**config.mk**
```make
export PLATFORM = sky130hd
export DESIGN_NAME = rom_port_arbiter_flat
export DESIGN_NICKNAME = d
export VERILOG_FILES = /design/src/rtl/rom_port_arbiter_if.sv /design/src/rtl/rom_port_arbiter.sv /design/src/flat_wrapper.sv
export SDC_FILE = /design/constraint.sdc
export NUM_CORES = 1
export LEC_CHECK = 0
export ABC_AREA = 1
export ABC_CLOCK_PERIOD_IN_PS = 2900
export BUFFER_PORTS_ARGS = -buffer_cell sky130_fd_sc_hd__buf_2
export CELL_PAD_IN_SITES_DETAIL_PLACEMENT = 2
export CELL_PAD_IN_SITES_GLOBAL_PLACEMENT = 2
export CORE_MARGIN = 2
export CORE_UTILIZATION = 19
export DETAILED_ROUTE_END_ITERATION = 10
export PLACE_DENSITY = 0.86
export SYNTH_ARGS = -nofsm -noshare
export SYNTH_HDL_FRONTEND = slang
export SYNTH_SLANG_ARGS = --single-unit
```
**constraint.sdc**
```tcl
create_clock -name vga_clk -period 2.9 [get_ports vga_clk]
set_input_delay 0.58 -clock vga_clk [delete_from_list [all_inputs] [get_ports vga_clk]]
set_output_delay 0.58 -clock vga_clk [all_outputs]
set_load 0.03 [all_outputs]
```
**src/rtl/rom_port_arbiter_if.sv**
```systemverilog
// Bus bundle between the pixel mappers / ROM and the ROM port arbiter.
// The arbiter uses the slave view. The master view drives the requests and the ROM read data.
interface rom_port_arbiter_if #(
  parameter int NUM_REQ = 4,
  parameter int ADDR_W  = 18,
  parameter int DATA_W  = 5
);
  logic [NUM_REQ-1:0]        req;
  logic [NUM_REQ*ADDR_W-1:0] req_addr;
  logic [NUM_REQ-1:0]        grant;
  logic [ADDR_W-1:0]         rom_address;
  logic [DATA_W-1:0]         rom_q;
  logic [NUM_REQ-1:0]        rsp_valid;
  logic [DATA_W-1:0]         rsp_data;
  logic                      busy_stall;

  modport slave (
    input  req, req_addr, rom_q,
    output grant, rom_address, rsp_valid, rsp_data, busy_stall
  );

  modport master (
    output req, req_addr, rom_q,
    input  grant, rom_address, rsp_valid, rsp_data, busy_stall
  );
endinterface

```
**src/rtl/rom_port_arbiter.sv**
```systemverilog
// Shares one synchronous-read ROM port among NUM_REQ requesters.
// Requester 0 (scanout) always wins. Requesters 1..NUM_REQ-1 share the leftover slots
// round-robin. Read data comes back one cycle after grant and is tagged with the
// one-hot index of the requester that issued the read.
module rom_port_arbiter #(
  parameter int NUM_REQ = 4,
  parameter int ADDR_W  = 18,
  parameter int DATA_W  = 5
) (
  input logic              vga_clk,
  input logic              reset,
  rom_port_arbiter_if.slave bus
);

  localparam int IDX_W = $clog2(NUM_REQ);
  localparam logic [IDX_W-1:0] PTR_ONE = IDX_W'(1);
  localparam logic [IDX_W-1:0] PTR_MAX = IDX_W'(NUM_REQ - 1);

  logic [IDX_W-1:0]   ptr;
  logic [IDX_W-1:0]   ptr_eff;
  logic [IDX_W-1:0]   win_idx;
  logic               win_found;
  logic [ADDR_W-1:0]  win_addr;
  logic [ADDR_W-1:0]  hold_addr;
  logic [NUM_REQ-1:0] grant_c;
  logic [NUM_REQ-1:0] rsp_valid_q;

  // A corrupted pointer (0 or beyond the last requester) restarts the search at requester 1.
  always_comb begin
    ptr_eff = ptr;
    if (ptr == '0 || ptr > PTR_MAX) ptr_eff = PTR_ONE;
  end

  // Pick the winner. Index 0 has absolute priority. Otherwise search upward from ptr and wrap back to 1, never to 0.
  always_comb begin
    int               cand;
    logic [IDX_W-1:0] cand_idx;
    win_found = 1'b0;
    win_idx   = '0;
    cand      = 0;
    cand_idx  = '0;
    if (bus.req[0]) begin
      win_found = 1'b1;
    end else begin
      for (int k = 0; k < NUM_REQ - 1; k++) begin
        cand = int'(ptr_eff) + k;
        if (cand > NUM_REQ - 1) cand = cand - (NUM_REQ - 1);
        cand_idx = IDX_W'(cand);
        if (!win_found && bus.req[cand_idx]) begin
          win_found = 1'b1;
          win_idx   = cand_idx;
        end
      end
    end
  end

  // Select the winning address and form the one-hot grant. Reset suppresses the grant.
  always_comb begin
    win_addr = '0;
    grant_c  = '0;
    for (int i = 0; i < NUM_REQ; i++) begin
      if (win_idx == IDX_W'(i)) begin
        win_addr   = bus.req_addr[i*ADDR_W +: ADDR_W];
        grant_c[i] = win_found && !reset;
      end
    end
  end

  assign bus.grant       = grant_c;
  assign bus.rom_address = (win_found && !reset) ? win_addr : hold_addr;
  assign bus.rsp_valid   = reset ? '0 : rsp_valid_q;
  assign bus.rsp_data    = bus.rom_q;
  assign bus.busy_stall  = !reset && (|(bus.req[NUM_REQ-1:1] & ~grant_c[NUM_REQ-1:1]));

  // Hold the idle address, advance the round-robin pointer and register the response tag.
  always_ff @(posedge vga_clk) begin
    if (reset) begin
      ptr         <= PTR_ONE;
      hold_addr   <= '0;
      rsp_valid_q <= '0;
    end else begin
      rsp_valid_q <= grant_c;
      if (win_found) hold_addr <= win_addr;
      if (win_found && win_idx != '0)
        ptr <= (win_idx == PTR_MAX) ? PTR_ONE : win_idx + PTR_ONE;
    end
  end

endmodule
```
**src/flat_wrapper.sv**
```systemverilog
// flat-port wrapper written by rule: the top's interface ports become plain ports
module rom_port_arbiter_flat 
#(
  parameter int NUM_REQ = 4,
  parameter int ADDR_W  = 18,
  parameter int DATA_W  = 5
)
  (vga_clk, reset, bus_req, bus_req_addr, bus_rom_q, bus_grant, bus_rom_address, bus_rsp_valid, bus_rsp_data, bus_busy_stall);
  rom_port_arbiter_if #(.NUM_REQ(NUM_REQ), .ADDR_W(ADDR_W), .DATA_W(DATA_W)) bus_i ();
  input logic vga_clk;
  input logic reset;
  input wire logic [$bits(bus_i.req)-1:0] bus_req;
  input wire logic [$bits(bus_i.req_addr)-1:0] bus_req_addr;
  input wire logic [$bits(bus_i.rom_q)-1:0] bus_rom_q;
  output wire logic [$bits(bus_i.grant)-1:0] bus_grant;
  output wire logic [$bits(bus_i.rom_address)-1:0] bus_rom_address;
  output wire logic [$bits(bus_i.rsp_valid)-1:0] bus_rsp_valid;
  output wire logic [$bits(bus_i.rsp_data)-1:0] bus_rsp_data;
  output wire logic [$bits(bus_i.busy_stall)-1:0] bus_busy_stall;
  assign bus_i.req = bus_req;
  assign bus_i.req_addr = bus_req_addr;
  assign bus_i.rom_q = bus_rom_q;
  assign bus_grant = bus_i.grant;
  assign bus_rom_address = bus_i.rom_address;
  assign bus_rsp_valid = bus_i.rsp_valid;
  assign bus_rsp_data = bus_i.rsp_data;
  assign bus_busy_stall = bus_i.busy_stall;
  rom_port_arbiter #(.NUM_REQ(NUM_REQ), .ADDR_W(ADDR_W), .DATA_W(DATA_W)) u_core (.vga_clk(vga_clk), .reset(reset), .bus(bus_i));
endmodule
```
==> flow_metrics.tcl <==
set metrics [dict create \
    slowest_stage "dfxtp_4" \
    drc_errors 0 \
    post-route-util_pct 40.1 \
    wire_per_inst_um 19.4 \
    synth.cell_area_mm2 0.00197 \
    die_x_um 106 \
    critical_path_class "reg -> out" \
    grt_max_degree 29 \
    antenna_found_initial 1 \
    cp_data_required_time_ps 2320 \
    r2r_start "u_core.ptr[1]" \
    dp_cells 536 \
    totalWireLength_mm 11.2 \
    p_int_mw 2.18 \
    status "finished with violations" \
    clock.fmax_ghz 0.297 \
    grt_use_total_pct 19.0 \
    violations "setup timing" \
    endpoint "bus_rom_address[12]" \
    drv_slew 0 \
    std_cell_rows 37 \
    clk_latency_ps 280 \
    timing.final.crit_share_pct 116 \
    ant_nets 0 \
    cp.arrival_ps 2790 \
    cts_tree "yes" \
    ys_async_sr_fraction_pct 0 \
    fp.coreArea_mm2 0.0102 \
    synth.largest_area_cell "dfxtp_1" \
    clkTransAtPathRegs_ps 100 \
    final.setup.tns_ps -7180 \
    yosysSeqAreaShare_pct 24.4 \
    synth_flop_cell "dfxtp_1" \
    cts_inserted_buffers 3 \
    r2r_slack_ps 150 \
    total_power_mw 4.22 \
    setup_violations 23 \
    rr_worst_depth 17 \
    swShare_pct 48.3 \
    ys_warn_count 0 \
    synth_cell_types 28 \
    diodes 0 \
    grt_overflow_total 0 \
    seqPwrFrac_pct 12.6 \
    synthTopCellsByArea "dfxtp_1 (24%), nand3_1 (11%), o21ai_0 (10%)" \
    place_area_mm2 0.00292 \
    max_cap_violations 0 \
    synth-edff-count 0 \
    drive_gt1_share_pct 70.8 \
    cts.path.max_buffers 2 \
    grt_pass1_vias 3134 \
    period_minus_slack_ps 3370 \
    initialDrtViolationCount 66 \
    dieArea_mm2 0.0112 \
    synth.top_cell.area_share_pct 24.4 \
    netlist_instances 289 \
    path_buf_inv 6 \
    combPwrFrac_pct 81.6 \
    vdd_drop_max_mv 0.382 \
    boundaryPins 115 \
    clkSinkCount 24 \
    portBuffers 104 \
    first_pass_iters 4 \
    crit_chain "clkinv_4 -> nand2_4 -> nand3_4 -> buf_6 -> o211ai_1 -> nand3_2 -> buf_6 -> ha_4 -> buf_12 -> buf_6 -> a21oi_4 -> nor2_2 -> o221ai_2 -> o21ai_2 -> buf_6" \
    start_kind "flop" \
    critPathTopFamily "buffers and inverters" \
    via_count 2708 \
    rr_endpoint "u_core.hold_addr[12]" \
    ctsRootBufferMaster "clkbuf_8" \
    area_growth_pct 107 \
    grt_pass1_wl_mm 16.6 \
    worst_pin_slew_ps 321 \
    crit_path_max_fanout 8 \
    synth_nets 377 \
    cp.depth 15 \
    chipHeight_um 106 \
    critPathLaunch "u_core.ptr[1]" \
    maxSlewHeadroom_pct 78.5 \
    grt_setup_unrepaired "yes" \
    ys_ff_latch 24 \
    finClkSkew_ps 5.40 \
    fin_hold_ws_ps 498 \
    hold_violations 0 \
    worstHoldPathType "reg -> reg" \
    synth_common_cells "nand2_1 (46), nand3_1 (45), inv_1 (42)" \
    place_congestion 0.790 \
    p_per_area_mw_per_mm2 1040 \
    avgSynthCellArea_um2 6.82 \
    clkPwrFrac_pct 5.8 \
    cts_htree_levels 1 \
    final_area_mm2 0.00408 \
    power.net_switching_mw 2.04 \
    synth.most_common_cell "nand2_1" \
    initial_utilization_pct 19.4 \
    slowest_delay_ps 440 \
    cp_common_cell "buf_6" \
    num-nets-final 534 \
    worstSetupEndpointType "output pin" \
    place_ws_ps -531 \
    finalNonFillerCells 581 \
    fin_ws_ps -469 \
    via_per_inst 4.66 \
    place_hpwl_mm 6.99 \
    leakage_nw 2.00 \
]
[routing by layer]
layer  global-route usage, %  up-vias  part of all wire, %
li1                        -     1287                    -
met1                    20.5     1314                   38
met2                    38.6       91                   56
met3                    3.40       14                  4.7
met4                    2.44        2                  1.3
met5                       0        -                 0.12
[state kept, by name, indices dropped and copies added (netlist names)]
signal	cells
u_core.hold_addr	18
u_core.rsp_valid_q	4
u_core.ptr	2
[cells by family after synthesis]
kind of cell	share of synthesized area, %
flip-flops	24.4
AND/OR/NAND/NOR	25.9
adder cells (fa/ha/maj)	3.17
AO/OA/AOI/OAI	29.8
buffers and inverters	16.8
[final cells by class]
| cell class | instances | area [um2] |
|---|---|---|
| repair inverters | 2 | 25.0 |
| multi-input cells | 197 | 1740 |
| fillers | 1147 | 6100 |
| inverters | 46 | 210 |
| flip-flops and latches | 24 | 488 |
| clock buffers | 4 | 55.1 |
| repair buffers | 172 | 1400 |
| well taps | 136 | 170 |
[worst min path at each step]
| stage | start | to | slack, ps | depth (start not counted) |
|---|---|---|---|---|
| detailed placement | u_core.hold_addr[7] | u_core.hold_addr[7] | 490 | 2 |
| global placement | u_core.hold_addr[3] | u_core.hold_addr[3] | 470 | 2 |
| finish | u_core.hold_addr[7] | u_core.hold_addr[7] | 500 | 2 |
| CTS | u_core.hold_addr[7] | u_core.hold_addr[7] | 500 | 2 |
| global route | u_core.hold_addr[2] | u_core.hold_addr[2] | 540 | 2 |
| floorplan | u_core.hold_addr[0] | u_core.hold_addr[0] | 460 | 2 |
[worst reg2reg max path, cell delays in order (launching register included)]
cell and delay [ps]:
dfxtp_4 440, clkinv_4 100, nand2_4 80, nand3_4 100, buf_6 130, o211ai_1 210, nand3_2 170, buf_6 160
ha_4 200, buf_12 150, buf_6 120, a21oi_4 120, nor2_2 60, o221ai_2 220, buf_4 150, buf_4 90
buf_4 90, o21ai_1 50
[cells in the final DEF, fill, tap and decap left out, types with 2 or more instances in the layout]
master	n
buf_4	50
dfxtp_1	22
clkinv_8	2
buf_2	79
a21oi_2	3
ha_4	4
nand3_4	10
nor2_4	3
buf_16	2
buf_12	11
o21ai_4	2
buf_6	27
o211ai_2	9
nor2_1	7
dfxtp_4	2
clkinv_4	2
clkbuf_8	4
nand3_2	28
nand3_1	8
o21ai_2	35
nand2_4	9
o21ai_1	12
o21ai_0	9
inv_4	6
o221ai_2	3
inv_1	34
a21oi_1	2
nand2_1	30
o211ai_1	3
inv_2	3
nand2_2	10
o211ai_4	3
[power groups by stage]
stage	registers [mW]	logic [mW]	clock network (mW)
2_1_floorplan	0.488	1.49	0
3_3_place_gp	0.504	2.05	0
3_5_place_dp	0.514	2.14	0
4_1_cts	0.523	2.98	0.250
5_1_grt	0.546	3.70	0.272
6_report	0.533	3.45	0.246
[timing repair]
action	4_1_cts	5_1_grt
setup buffers	27	13
setup endpoints to repair	23	24
resized for setup	109	77
pin swaps	26	37
hold buffers	0	0
cloned	3	2
endpoints found under the hold margin	0	0
No activity file was read; power rests on OpenSTA's default activity.
